File: config.mk
export PLATFORM = sky130hd
export DESIGN_NAME = instr_encoder
export DESIGN_NICKNAME = d
export VERILOG_FILES = /design/src/rtl/rv_pkg.sv /design/src/rtl/sync_fifo.sv /design/src/rtl/instr_encoder.sv
export SDC_FILE = /design/constraint.sdc
export NUM_CORES = 1
export LEC_CHECK = 0
export BUFFER_PORTS_ARGS = -buffer_cell sky130_fd_sc_hd__buf_2
export CORE_AREA = 2 2 150 137
export DETAILED_ROUTE_END_ITERATION = 6
export DIE_AREA = 0 0 152 139
export GPL_ROUTABILITY_DRIVEN = 0
export PLACE_DENSITY_LB_ADDON = 0.15
export SKIP_CTS_REPAIR_TIMING = 1
export SLEW_MARGIN = 40
export SYNTH_ARGS = -nofsm -noshare
export SYNTH_HDL_FRONTEND = slang
export SYNTH_HIERARCHICAL = 1
export SYNTH_SLANG_ARGS = --single-unit
File: constraint.sdc
create_clock -name clk -period 7.4 [get_ports clk]
set_clock_uncertainty 0.15 [all_clocks]
set_input_delay 2.22 -clock clk [delete_from_list [all_inputs] [get_ports clk]]
set_output_delay 2.22 -clock clk [all_outputs]
set_load 0.01 [all_outputs]
File: src/rtl/rv_pkg.sv
// rv_pkg: RV32I opcode constants and the request-format encoding used by
// instr_encoder. The main decoder uses the same opcode constants.
package rv_pkg;

    localparam logic [6:0] OP_LOAD   = 7'd3;
    localparam logic [6:0] OP_STORE  = 7'd35;
    localparam logic [6:0] OP_R      = 7'd51;
    localparam logic [6:0] OP_BRANCH = 7'd99;
    localparam logic [6:0] OP_JAL    = 7'd111;

    // Codes 5..7 are not enumerated; anything outside this set is illegal.
    typedef enum logic [2:0] {
        FMT_LOAD   = 3'd0,
        FMT_STORE  = 3'd1,
        FMT_OP     = 3'd2,
        FMT_BRANCH = 3'd3,
        FMT_JAL    = 3'd4
    } fmt_e;

endpackage

File: src/rtl/sync_fifo.sv
// sync_fifo: single-clock FIFO, DEPTH entries (power of two, >= 2) of WIDTH bits.
// Ports:
//   clk, rst_n        clock, synchronous active-low reset
//   clear             synchronous flush (empties the FIFO)
//   push, din         write din when push && !full
//   pop               drop head when pop && !empty
//   dout              head word, forced to zero while empty
//   full, empty       occupancy flags from registered state
module sync_fifo #(
    parameter int unsigned DEPTH = 4,
    parameter int unsigned WIDTH = 32
) (
    input  logic             clk,
    input  logic             rst_n,
    input  logic             clear,
    input  logic             push,
    input  logic             pop,
    input  logic [WIDTH-1:0] din,
    output logic [WIDTH-1:0] dout,
    output logic             full,
    output logic             empty
);

    localparam int unsigned PW = (DEPTH > 1) ? $clog2(DEPTH) : 1;
    localparam int unsigned CW = PW + 1;

    logic [WIDTH-1:0] mem [DEPTH];
    logic [PW-1:0]    wr_ptr;
    logic [PW-1:0]    rd_ptr;
    logic [CW-1:0]    count;
    logic             do_push;
    logic             do_pop;

    assign full    = (count == CW'(DEPTH));
    assign empty   = (count == '0);
    assign do_push = push && !full;
    assign do_pop  = pop && !empty;
    assign dout    = empty ? '0 : mem[rd_ptr];

    // Pointers wrap naturally because DEPTH is a power of two.
    always_ff @(posedge clk) begin
        if (!rst_n || clear) begin
            wr_ptr <= '0;
            rd_ptr <= '0;
            count  <= '0;
        end else begin
            if (do_push) begin
                wr_ptr <= wr_ptr + PW'(1);
            end
            if (do_pop) begin
                rd_ptr <= rd_ptr + PW'(1);
            end
            if (do_push && !do_pop) begin
                count <= count + CW'(1);
            end else if (do_pop && !do_push) begin
                count <= count - CW'(1);
            end
        end
    end

    // Storage is not reset; dout is masked while empty instead.
    always_ff @(posedge clk) begin
        if (do_push) begin
            mem[wr_ptr] <= din;
        end
    end

endmodule

File: src/rtl/instr_encoder.sv
// instr_encoder: encodes LOAD/STORE/OP/BRANCH/JAL requests into RV32I words,
// buffers them in a FIFO and streams them out with a word address.
// Illegal requests are consumed, flagged on err for one cycle and counted.
// Ports:
//   clk, rst_n                 clock, synchronous active-low reset
//   clear                      synchronous flush; keeps err_count
//   req_valid / req_ready      request handshake
//   req_fmt, req_rd, req_rs1, req_rs2, req_funct3, req_funct7, req_imm
//                              request fields (imm is a signed byte offset)
//   out_valid / out_ready      output handshake
//   out_instr, out_addr        head word and its word address
//   err, err_count             rejection pulse and saturating count
module instr_encoder
    import rv_pkg::*;
#(
    parameter int unsigned DEPTH  = 4,
    parameter int unsigned ADDR_W = 8
) (
    input  logic              clk,
    input  logic              rst_n,
    input  logic              clear,
    input  logic              req_valid,
    output logic              req_ready,
    input  logic [2:0]        req_fmt,
    input  logic [4:0]        req_rd,
    input  logic [4:0]        req_rs1,
    input  logic [4:0]        req_rs2,
    input  logic [2:0]        req_funct3,
    input  logic [6:0]        req_funct7,
    input  logic [20:0]       req_imm,
    output logic              out_valid,
    input  logic              out_ready,
    output logic [31:0]       out_instr,
    output logic [ADDR_W-1:0] out_addr,
    output logic              err,
    output logic [7:0]        err_count
);

    logic [31:0]       enc_word;
    logic              legal;
    logic              fits12;
    logic              fits13;
    logic              accept;
    logic              push;
    logic              pop;
    logic              fifo_full;
    logic              fifo_empty;
    logic [ADDR_W-1:0] addr_q;

    // Sign-extension checks: upper bits must all equal the sign bit.
    assign fits12 = (req_imm[20:11] == '0) || (req_imm[20:11] == '1);
    assign fits13 = (req_imm[20:12] == '0) || (req_imm[20:12] == '1);

    always_comb begin
        enc_word = '0;
        legal    = 1'b0;
        case (fmt_e'(req_fmt))
            FMT_LOAD: begin
                enc_word = {req_imm[11:0], req_rs1, req_funct3, req_rd, OP_LOAD};
                legal    = fits12;
            end
            FMT_STORE: begin
                enc_word = {req_imm[11:5], req_rs2, req_rs1, req_funct3,
                            req_imm[4:0], OP_STORE};
                legal    = fits12;
            end
            FMT_OP: begin
                enc_word = {req_funct7, req_rs2, req_rs1, req_funct3, req_rd, OP_R};
                legal    = 1'b1;
            end
            FMT_BRANCH: begin
                enc_word = {req_imm[12], req_imm[10:5], req_rs2, req_rs1, req_funct3,
                            req_imm[4:1], req_imm[11], OP_BRANCH};
                legal    = fits13 && !req_imm[0];
            end
            FMT_JAL: begin
                enc_word = {req_imm[20], req_imm[10:1], req_imm[11], req_imm[19:12],
                            req_rd, OP_JAL};
                legal    = !req_imm[0];
            end
            default: begin
                enc_word = '0;
                legal    = 1'b0;
            end
        endcase
    end

    // A request offered during clear is dropped, neither pushed nor flagged.
    assign req_ready = !fifo_full;
    assign accept    = req_valid && req_ready && !clear;
    assign push      = accept && legal;
    assign pop       = out_valid && out_ready && !clear;

    sync_fifo #(
        .DEPTH (DEPTH),
        .WIDTH (32)
    ) u_fifo (
        .clk   (clk),
        .rst_n (rst_n),
        .clear (clear),
        .push  (push),
        .pop   (pop),
        .din   (enc_word),
        .dout  (out_instr),
        .full  (fifo_full),
        .empty (fifo_empty)
    );

    assign out_valid = !fifo_empty;
    assign out_addr  = addr_q;

    always_ff @(posedge clk) begin
        if (!rst_n || clear) begin
            addr_q <= '0;
        end else if (pop) begin
            addr_q <= addr_q + ADDR_W'(1);
        end
    end

    always_ff @(posedge clk) begin
        if (!rst_n || clear) begin
            err <= 1'b0;
        end else begin
            err <= accept && !legal;
        end
    end

    // Survives clear; only reset zeroes it.
    always_ff @(posedge clk) begin
        if (!rst_n) begin
            err_count <= '0;
        end else if (accept && !legal && (err_count != 8'hFF)) begin
            err_count <= err_count + 8'd1;
        end
    end

endmodule

==> out/metrics.cfg, run 1 <==
[pwr]
post-layout-total-power_w=0.001876
total_leakage_power_nw=2.898
power_per_cell_area_nw_per_um2=231.5
worst_ir_drop_vdd_mv=0.1976

[placed_design]
place_area_um2=7503
place.detailed.hpwl_mm=9.698
port-buffer-count=104

[synthesis]
synthMostInstantiatedCell=edfxtp_1
synth_fp_nets=526
netlist_top_cells_area=edfxtp_1 (57%), mux4_2 (11%), dfxtp_1 (7.7%), nor2b_1 (3.8%), nand2_1 (2.3%)
synthFlopType=edfxtp_1
synth_largest_type_area_fraction_pct=57.04
synth_area_um2=6739
synth.lib_cells_used.distinct=48
synthCells=464
proportion_of_register_bits_with_asynchronous_set_or_reset_after_synthesis_pct=0
count_of_flip_flops_with_a_built_in_enable_after_synthesis=128
ys_top_cells_by_count=edfxtp_1 (128), nand2_1 (41), nor2b_1 (41), mux4_2 (32), o21ai_0 (27)
ys.warnings.count=6
yosys_top_cell_by_area=edfxtp_1
synth-seq-cells=154
yosysSeqAreaShare_pct=64.76
synth.avg_cell_area_um2=14.52

[drt]
num_vias=4105
drc_errors=0
postRouteWirelength_mm=14.87
viasPerCell=4.916
postRouteAntennaNets=0
detail_route.iter0.violations=337
routed_wire_length_per_instance_um=17.80
drtPass1Iterations=5

[critical_path]
setup.worst_path.end_class=register
reg2reg_slack_ns=4.11
worst_setup_path_start_kind=input pin
criticalPathCategory=in -> reg
setup.worst_path.start=req_fmt[1]
data_arrival_time_of_the_critical_path_ns=5.74
rr_worst_depth=11
crit-reg2reg-launch=u_fifo/count[0]$_SDFFE_PP0P_
worstReg2RegEnd=u_fifo/count[2]$_SDFFE_PP0P_
crit_fanout=17
worst_ep_required_time_ns=7.60

[die]
initial_utilization_pct=34.24
ios=105
floorplan.rows=49
die_h_um=139
core_region_area_um2=19680
die_outline_area_um2=21130
dieWidth_um=152

[timing]
hold_viol_final=0
fin_worst_hold_slack_ns=0.3516
finalWorstPathRequiredPeriod_ns=5.541
slew-limit-headroom_pct=47.75
setup_total_negative_slack_ns=0
final_setup_fails=0
tightest_slew_ns=0.7822
max_clock_freq_mhz=180.5
final.period_utilization_pct=74.88
rsz0062_at_grt=no
pins_over_slew_limit=0

[layout]
antenna_cells_inserted=0
nets=629
layout.cell_area.non_filler_um2=8104
area_growth_pct=20.26
layout.core_utilization_pct=41.18
drive_above_1_share_pct=32.59

[cts]
tritoncts=done
clockRootBuffer=clkbuf_16
clkSinkCount=154
clock_tree.buffer_depth=2
htreeDepth=4
clock_insertion_delay_worst_skew_ns=0.42
cts_inserted_buffers=17
cts.reportedPaths.clkPinSlew_ns=0.07

[global_route]
first_global_vias=4188
groute.usage.overall_pct=14.27
global_route.overflow_total=0
grt_pass1_wl_mm=23.17
grt_antenna_before_repair=0
grt_max_degree=35

[min_path]
holdPathEnd=u_fifo/rd_ptr[1]$_SDFFE_PP0P_
timing.hold.worst.class=reg -> reg
worst_hold_startpoint=u_fifo/rd_ptr[1]$_SDFFE_PP0P_
whs_path_depth=2

[flow_run]
max_cap_violation_count=0

[outcome]
status=finished, final reports clean

kinds of logic (layout without fill, tap and decap cells):
group                      after synthesis  after routing  synth area share, %
adders and majority gates                8              8                1.597
DFF                                    154            154                64.76
buffers and inverters                   41            157                2.970
muxes                                   40             40                11.90
and+or+nand+nor                        153            153                12.35
AOI/OAI and AO/OA                       57             57                4.995
xor gates and xnor gates                11             11                1.430
stage by stage:
stage	cells	setup WS, ns
2_1_floorplan	464	2.543
3_3_place_gp	803	1.623
3_5_place_dp	803	1.389
4_1_cts	835	1.851
5_1_grt	835	1.654
6_report	835	1.859
how the worst max path moves through the flow:
stage	end	slack [ns]	cells after the start
5_1_grt	u_fifo/count[2]$_SDFFE_PP0P_	1.65	14
6_report	u_fifo/count[2]$_SDFFE_PP0P_	1.86	13
2_1_floorplan	u_fifo/count[2]$_SDFFE_PP0P_	2.54	12
3_5_place_dp	u_fifo/count[2]$_SDFFE_PP0P_	1.39	13
4_1_cts	u_fifo/count[2]$_SDFFE_PP0P_	1.85	13
3_3_place_gp	u_fifo/count[2]$_SDFFE_PP0P_	1.62	13
power breakdown:
part           leakage [nW]  internal [W]  switching [W]  total [W]
sequential             1.37      0.000946     0.00000162   0.000948
combinational          1.23     0.0000295      0.0000519  0.0000814
clock                 0.298      0.000481       0.000366   0.000847
flip-flops by register name, indices dropped and copies added (netlist names), named ones only:
register       flops
u_fifo/count       3
u_fifo/rd_ptr      2
u_fifo/mem       128
out_addr           8
u_fifo/wr_ptr      2
err_count          8
err                1
worst max-delay path, stage by stage:
cell and delay, ns:
buf_2 0.29, nor2b_1 0.57, a21oi_2 0.14, a211oi_2 0.58
or2_2 0.25, and2_1 0.27, and2_4 0.21, ha_1 0.17
inv_1 0.06, fa_1 0.37, xor2_1 0.15, or3_1 0.30
a21oi_1 0.14
cell type report:
| class | count | area (µm²) |
|---|---|---|
| tap | 255 | 319.1 |
| sequential | 154 | 4365 |
| multi-input combinational | 269 | 2216 |
| fill | 1824 | 11580 |
| timing repair buffer | 108 | 550.5 |
| clock inverter | 14 | 138.9 |
| inverter | 17 | 63.81 |
| clock buffer | 18 | 450.4 |
placed cells by master (no fill, tap or decap), types with 7 or more instances in the layout:
cell and instances:
edfxtp_1 128, buf_2 104, nand2_1 41, nor2b_1 41, mux4_2 32, o21ai_0 26, dfxtp_1 25, clkbuf_16 18
nor2_1 16, inv_1 16, a21oi_1 15, nand2b_1 10, xor2_1 8, mux2i_1 7, nand4_1 7, ha_1 7
metal layers:
metal / part of all wire [%] / up-vias / global-route usage (%) / wire length, µm
met2: 48 / 114 / 22.38 / 7075
met1: 46 / 2017 / 19.51 / 6893
met4: 1.9 / 0 / 4.968 / 276
met5: 0 / - / 0 / 0
met3: 4.2 / 20 / 3.469 / 621
li1: - / 1954 / - / -
No activity file was read; power rests on OpenSTA's default activity.
==> inputs of run 2 (changes only) <==
ABC_AREA = 1   (was unset)
CORE_AREA = 2 2 151 138   (was 2 2 150 137)
DIE_AREA = 0 0 153 140   (was 0 0 152 139)
clock period = 5.1 ns   (was 7.4 ns; I/O delays follow)
==> out/metrics.cfg, run 2 <==
[synthesis]
synth_largest_type_area_fraction_pct=56.01  ; -1.0 points
synth_simple_gate_area_share_pct=18.09  ; +5.7 points
synthCells=692  ; +49%
synthMostInstantiatedCell=nor2_1
netlist_top_cells_area=edfxtp_1 (56%), nor2_1 (9.7%), dfxtp_1 (7.6%), nand2_1 (4.1%), inv_1 (3.4%)
synth-seq-cells=154  ; unchanged
ys_top_cells_by_count=nor2_1 (178), edfxtp_1 (128), nand2_1 (75), inv_1 (62), o21ai_0 (45)
synthesized_area_fraction_occupied_by_ao_oa_aoi_and_oai_cells_pct=10.37  ; +5.4 points
yosys.area_share.xor_xnor_pct=0.3829  ; -1.0 points
synth.avg_cell_area_um2=9.917  ; -32%
ys.warnings.count=6  ; unchanged
synth.lib_cells_used.distinct=33  ; -31%
count_of_flip_flops_with_a_built_in_enable_after_synthesis=128  ; unchanged
synth_area_um2=6863  ; +1.8%
synth_fp_nets=754  ; +43%
yosysSeqAreaShare_pct=63.59  ; -1.2 points
synth_mux_area_share_pct=0  ; -12 points
synthFlopType=edfxtp_1
yosys_top_cell_by_area=edfxtp_1
synth_top_family_by_area=simple AND/OR/NAND/NOR gates
yosys.area_share.adder_pct=1.568  ; -0.029 points
proportion_of_register_bits_with_asynchronous_set_or_reset_after_synthesis_pct=0  ; unchanged

[die]
core_region_area_um2=19800  ; +0.62%
die_h_um=140  ; +0.72%
dieWidth_um=153  ; +0.66%
initial_utilization_pct=34.66  ; +0.41 points
floorplan.rows=49  ; unchanged
die_outline_area_um2=21420  ; +1.4%
ios=105  ; unchanged

[pwr]
total_leakage_power_nw=3.296  ; +14%
power_per_cell_area_nw_per_um2=328.8  ; +42%
worst_ir_drop_vdd_mv=0.1985  ; +0.45%

[global_route]
global_route.overflow_total=0  ; unchanged
groute.usage.overall_pct=16.36  ; +2.1 points
grt_pass1_wl_mm=26.81  ; +16%
grt_antenna_before_repair=0  ; unchanged
grt_max_degree=65  ; +86%
most_used_layer_global_route=met2
globalRouteMet3Util_pct=5.198  ; +1.7 points
met2_usage_pct=25.63  ; +3.3 points
grtUsageMet1_pct=22.09  ; +2.6 points
first_global_vias=4735  ; +13%

[layout]
final-instance-count-excl-fill=1066  ; +28%
nets=860  ; +37%
largest-register=u_fifo/mem
fill_cell_count=1904  ; +4.4%
antenna_cells_inserted=0  ; unchanged
mostFrequentLayoutCell=nor2_1
layout_common_cells=nor2_1 (174), edfxtp_1 (128), buf_2 (104)
drive_above_1_share_pct=20.59  ; -12 points
largest_reg_flops=128  ; unchanged
area_growth_pct=19.56

[critical_path]
worst_path_max_delay_cell=fa_1
worst_setup_path_start_kind=input pin
crit_fanout=12  ; -5
timing.critical_path.slowest_cell_delay_ns=0.39  ; -0.19 ns
cpMostUsedCell=nand2_1
worst_ep_required_time_ns=5.27  ; -2.33 ns
setup.worst_path.end_class=register
criticalPathCategory=in -> reg
data_arrival_time_of_the_critical_path_ns=4.33  ; -1.41 ns
worstPathCellList=buf_2 > nor2_1 > nand2_1 > a21oi_1 > nand2_2 > a21oi_1 > nand2_1 > inv_1 > ha_1 > inv_1 > fa_1 > inv_1 > nand2_1 > nand3_1 > nand2_1 > nand2_1 > nor2_1

[timing]
tightest_slew_ns=0.7577  ; -0.02446 ns
finalWorstPathRequiredPeriod_ns=4.159
max_clock_freq_mhz=240.5
rsz0062_at_grt=no
setup_total_negative_slack_ns=0  ; unchanged
slew-limit-headroom_pct=49.49  ; +1.7 points
pins_over_slew_limit=0  ; unchanged
hold_viol_final=0  ; unchanged
fin_worst_hold_slack_ns=0.3505  ; -0.001129 ns
final_setup_fails=0  ; unchanged
final.period_utilization_pct=81.54

[drt]
num_vias=5089  ; +24%
postRouteWirelength_mm=17.40  ; +17%
routed_wire_length_per_instance_um=16.32  ; -8.3%
drtPass1Iterations=5  ; unchanged
postRouteAntennaNets=0  ; unchanged
detail_route.iter0.violations=330  ; -2.1%
viasPerCell=4.774  ; -2.9%
drc_errors=0  ; unchanged

[cts]
clock_tree.buffer_depth=2  ; unchanged
cts.reportedPaths.clkPinSlew_ns=0.06  ; about the same
htreeDepth=4  ; unchanged
cts_inserted_buffers=17  ; unchanged
clock_insertion_delay_worst_skew_ns=0.42  ; about the same
clkSinkCount=154  ; unchanged
tritoncts=done
clockRootBuffer=clkbuf_16

[placed_design]
port-buffer-count=104  ; unchanged
placed_cells=1034  ; +29%
place.detailed.hpwl_mm=11.09  ; +14%

[outcome]
status=finished, final reports clean

[min_path]
timing.hold.worst.class=reg -> reg

[flow_run]
max_cap_violation_count=0  ; unchanged

-- run 2: cell count changes in the layout (fill, tap and decap cells not counted), sizes merged, moves of 28 or more --
cell   before  now
nor2b      41    0
nand2      41   80
a21oi      16   44
nor2       16  184
inv        27   71
o21ai      27   83
mux4       32    0
-- run 2: cell type report --
cell class / count / area [µm²] / share of cell area (%)
Tap cell: 255 / 319.1 / 3.888
Timing Repair Buffer: 113 / 588.1 / 7.167
Multi-Input combinational cell: 446 / 2117 / 25.80
Clock buffer: 17 / 425.4 / 5.185
Inverter: 66 / 250.2 / 3.050
Clock inverter: 15 / 140.1 / 1.708
Sequential cell: 154 / 4365 / 53.20
-- run 2: cells by family (layout without fill, tap and decap cells) --
group	count (synthesis)	after routing
AO/OA/AOI/OAI	137	137
XOR/XNOR	3	3
adder cells (fa/ha/maj)	8	8
buffers and inverters	92	211
flip-flops	154	154
AND/OR/NAND/NOR	298	298
-- run 2: critical path: cells and delay by family --
family	cells	cell delay [ns]
adders and majority gates	2	0.58
AOI/OAI and AO/OA	2	0.52
buffers and inverters	4	0.46
and+or+nand+nor	9	1.23
-- run 2: report_power, final --
part | leakage (nW) | switching, W | internal, W
Clock | 0.280 | 0.000517 | 0.000681
Sequential | 1.39 | 0.00000324 | 0.00137
Combinational | 1.63 | 0.0000833 | 0.0000395
-- run 2: through the flow --
step	util (%)	worst slack (ns)	total power [W]	instance area, µm²
3_3_place_gp	38.57	0.6640	0.001524	7637
5_1_grt	41.44	0.6634	0.002801	8205
2_1_floorplan	-	0.6885	0.001468	6863
6_report	41.44	0.9414	0.002698	8205
3_5_place_dp	38.58	0.5273	0.001528	7640
4_1_cts	41.44	0.9742	0.002732	8205
-- run 2: worst paths after layout --
kind / from / to / depth (start not counted) / slack (ns)
worst min-delay path: out_addr[5]$_SDFFE_PP0P_ / out_addr[5]$_SDFFE_PP0P_ / 2 / 0.35
worst min register to register: out_addr[5]$_SDFFE_PP0P_ / out_addr[5]$_SDFFE_PP0P_ / 2 / 0.35
worst max register to register: u_fifo/count[0]$_SDFFE_PP0P_ / u_fifo/count[2]$_SDFFE_PP0P_ / 17 / 2.24
worst max-delay path: req_fmt[1] / u_fifo/count[2]$_SDFFE_PP0P_ / 17 / 0.94
-- run 2: metal layers --
metal  vias to the layer above  part of all wire, %
met5                         -                    0
met3                         6                  5.7
li1                       2540                    -
met2                       132                   47
met1                      2411                   46
met4                         0                 0.76
==> inputs of run 3 (changes only) <==
clock period = 3.5 ns   (was 5.1 ns; I/O delays follow)
==> out/metrics.cfg, run 3 (synthesized netlist as in run 2, its figures left out) <==
[timing]
final.period_utilization_pct=89.33
rsz0062_at_grt=no
slew-limit-headroom_pct=59.04  ; +9.6 points
setup_ws_ns=0.3733  ; -0.5681 ns
max_clock_freq_mhz=319.8
pins_over_slew_limit=0  ; unchanged
finalWorstPathRequiredPeriod_ns=3.127
setup_total_negative_slack_ns=0  ; unchanged
hold_viol_final=0  ; unchanged
tightest_slew_ns=0.6079  ; -0.1498 ns
final_setup_fails=0  ; unchanged

[pwr]
power_per_cell_area_nw_per_um2=469.1  ; +43%
post-layout-total-power_w=0.003942  ; +46%
total_leakage_power_nw=3.387  ; +2.7%
worst_ir_drop_vdd_mv=0.2671  ; +35%

[critical_path]
criticalPathCategory=reg -> out
data_arrival_time_of_the_critical_path_ns=1.93  ; -2.40 ns
timing.critical_path.slowest_cell_delay_ns=0.49  ; +0.10 ns
rr_worst_depth=18  ; +1
cpMostUsedCell=nor2_1
setup.worst_path.end_class=primary output
crit_fanout=23  ; +11
worst_path_max_delay_cell=dfxtp_2
worst_ep_required_time_ns=2.30  ; -2.97 ns
worst_setup_path_start_kind=register
worstPathCellList=buf_4 > nor2_1 > nor2_1 > o21ai_1 > a21oi_1 > buf_2

[layout]
final-instance-count-excl-fill=1081  ; +1.4%
antenna_cells_inserted=0  ; unchanged
multi_input_comb_area_um2=2117  ; unchanged
fill_cell_count=1897  ; -0.37%
seq_area_um2=4365  ; unchanged
mostFrequentLayoutCell=nor2_1
layout_common_cells=nor2_1 (174), edfxtp_1 (128), buf_2 (104)
drive_above_1_share_pct=22.03  ; +1.4 points
largest_reg_flops=128  ; unchanged
largest-register=u_fifo/mem
area_growth_pct=22.44
nets=875  ; +1.7%

[drt]
postRouteWirelength_mm=17.55  ; +0.91%
viasPerCell=4.812  ; +0.80%
detail_route.iter0.violations=322  ; -2.4%
num_vias=5202  ; +2.2%
drtPass1Iterations=5  ; unchanged
drc_errors=0  ; unchanged
routed_wire_length_per_instance_um=16.24  ; -0.49%
postRouteAntennaNets=0  ; unchanged

[min_path]
whs_path_depth=2  ; unchanged
timing.hold.worst.class=reg -> reg

[cts]
tritoncts=done
clock_tree.buffer_depth=2  ; unchanged
clkSinkCount=154  ; unchanged
cts_inserted_buffers=17  ; unchanged
htreeDepth=4  ; unchanged
cts.reportedPaths.clkPinSlew_ns=0.06  ; about the same
clockRootBuffer=clkbuf_16
clock_insertion_delay_worst_skew_ns=0.42  ; about the same

[die]
initial_utilization_pct=34.66  ; unchanged
die_h_um=140  ; unchanged
core_region_area_um2=19800  ; unchanged
die_outline_area_um2=21420  ; unchanged
dieWidth_um=153  ; unchanged
ios=105  ; unchanged
floorplan.rows=49  ; unchanged

[placed_design]
port-buffer-count=104  ; unchanged
place_ws_ns=0.04344  ; -0.4838 ns
place.detailed.hpwl_mm=11.49  ; +3.7%
placed_cells=1049  ; +1.5%

[global_route]
grt_max_degree=65  ; unchanged
first_global_vias=5162  ; +9.0%
global_route.overflow_total=0  ; unchanged
grt_pass1_wl_mm=27.75  ; +3.5%
groute.usage.overall_pct=16.87  ; +0.51 points
grt_antenna_before_repair=0  ; unchanged

[outcome]
status=finished, final reports clean

[flow_run]
max_cap_violation_count=0  ; unchanged

run 3: report_power, final:
part	internal [W]	switching (W)
clock network	0.000991	0.000756
registers	0.00200	0.00000495
logic	0.0000644	0.000124
total	0.00306	0.000884
run 3: routing by layer:
metal	vias to the layer above	GRT usage [%]	wire [µm]
met1	2473	22.85	8371
li1	2583	-	-
met4	0	4.873	109
met2	137	26.98	8069
met5	-	0	0
met3	9	4.301	1004
run 3: final timing paths:
kind	slack, ns	from	endpoint
worst min register to register	0.36	u_fifo/count[1]$_SDFFE_PP0P_	u_fifo/count[1]$_SDFFE_PP0P_
worst max-delay path	0.37	register	out_instr[20]
worst min-delay path	0.36	u_fifo/count[1]$_SDFFE_PP0P_	u_fifo/count[1]$_SDFFE_PP0P_
worst max register to register	0.90	u_fifo/count[0]$_SDFFE_PP0P_	u_fifo/count[2]$_SDFFE_PP0P_
run 3: cell type report:
| type | count | share of cell area, % |
|---|---|---|
| multi-input combinational | 446 | 25.19 |
| tap | 255 | 3.797 |
| clock buffer | 17 | 5.063 |
| clock inverter | 15 | 1.668 |
| timing repair buffer | 128 | 9.381 |
| sequential | 154 | 51.95 |
| inverter | 66 | 2.948 |
run 3: critical path: cells and delay by family (launching register included):
family	cells	cell delay, ns
buffers and inverters	2	0.52
AND/OR/NAND/NOR	2	0.18
AO/OA/AOI/OAI	2	0.31
flip-flops	1	0.49
run 3: stage by stage:
step / utilization, % / hold WS (ns) / instance area, µm²
after floorplan: - / 0.3168 / 6863
after global placement: 39.58 / 0.3297 / 7838
after detailed placement: 39.58 / 0.3400 / 7838
after CTS: 42.43 / 0.3484 / 8403
after global routing: 42.43 / 0.3872 / 8403
final: 42.43 / 0.3550 / 8403
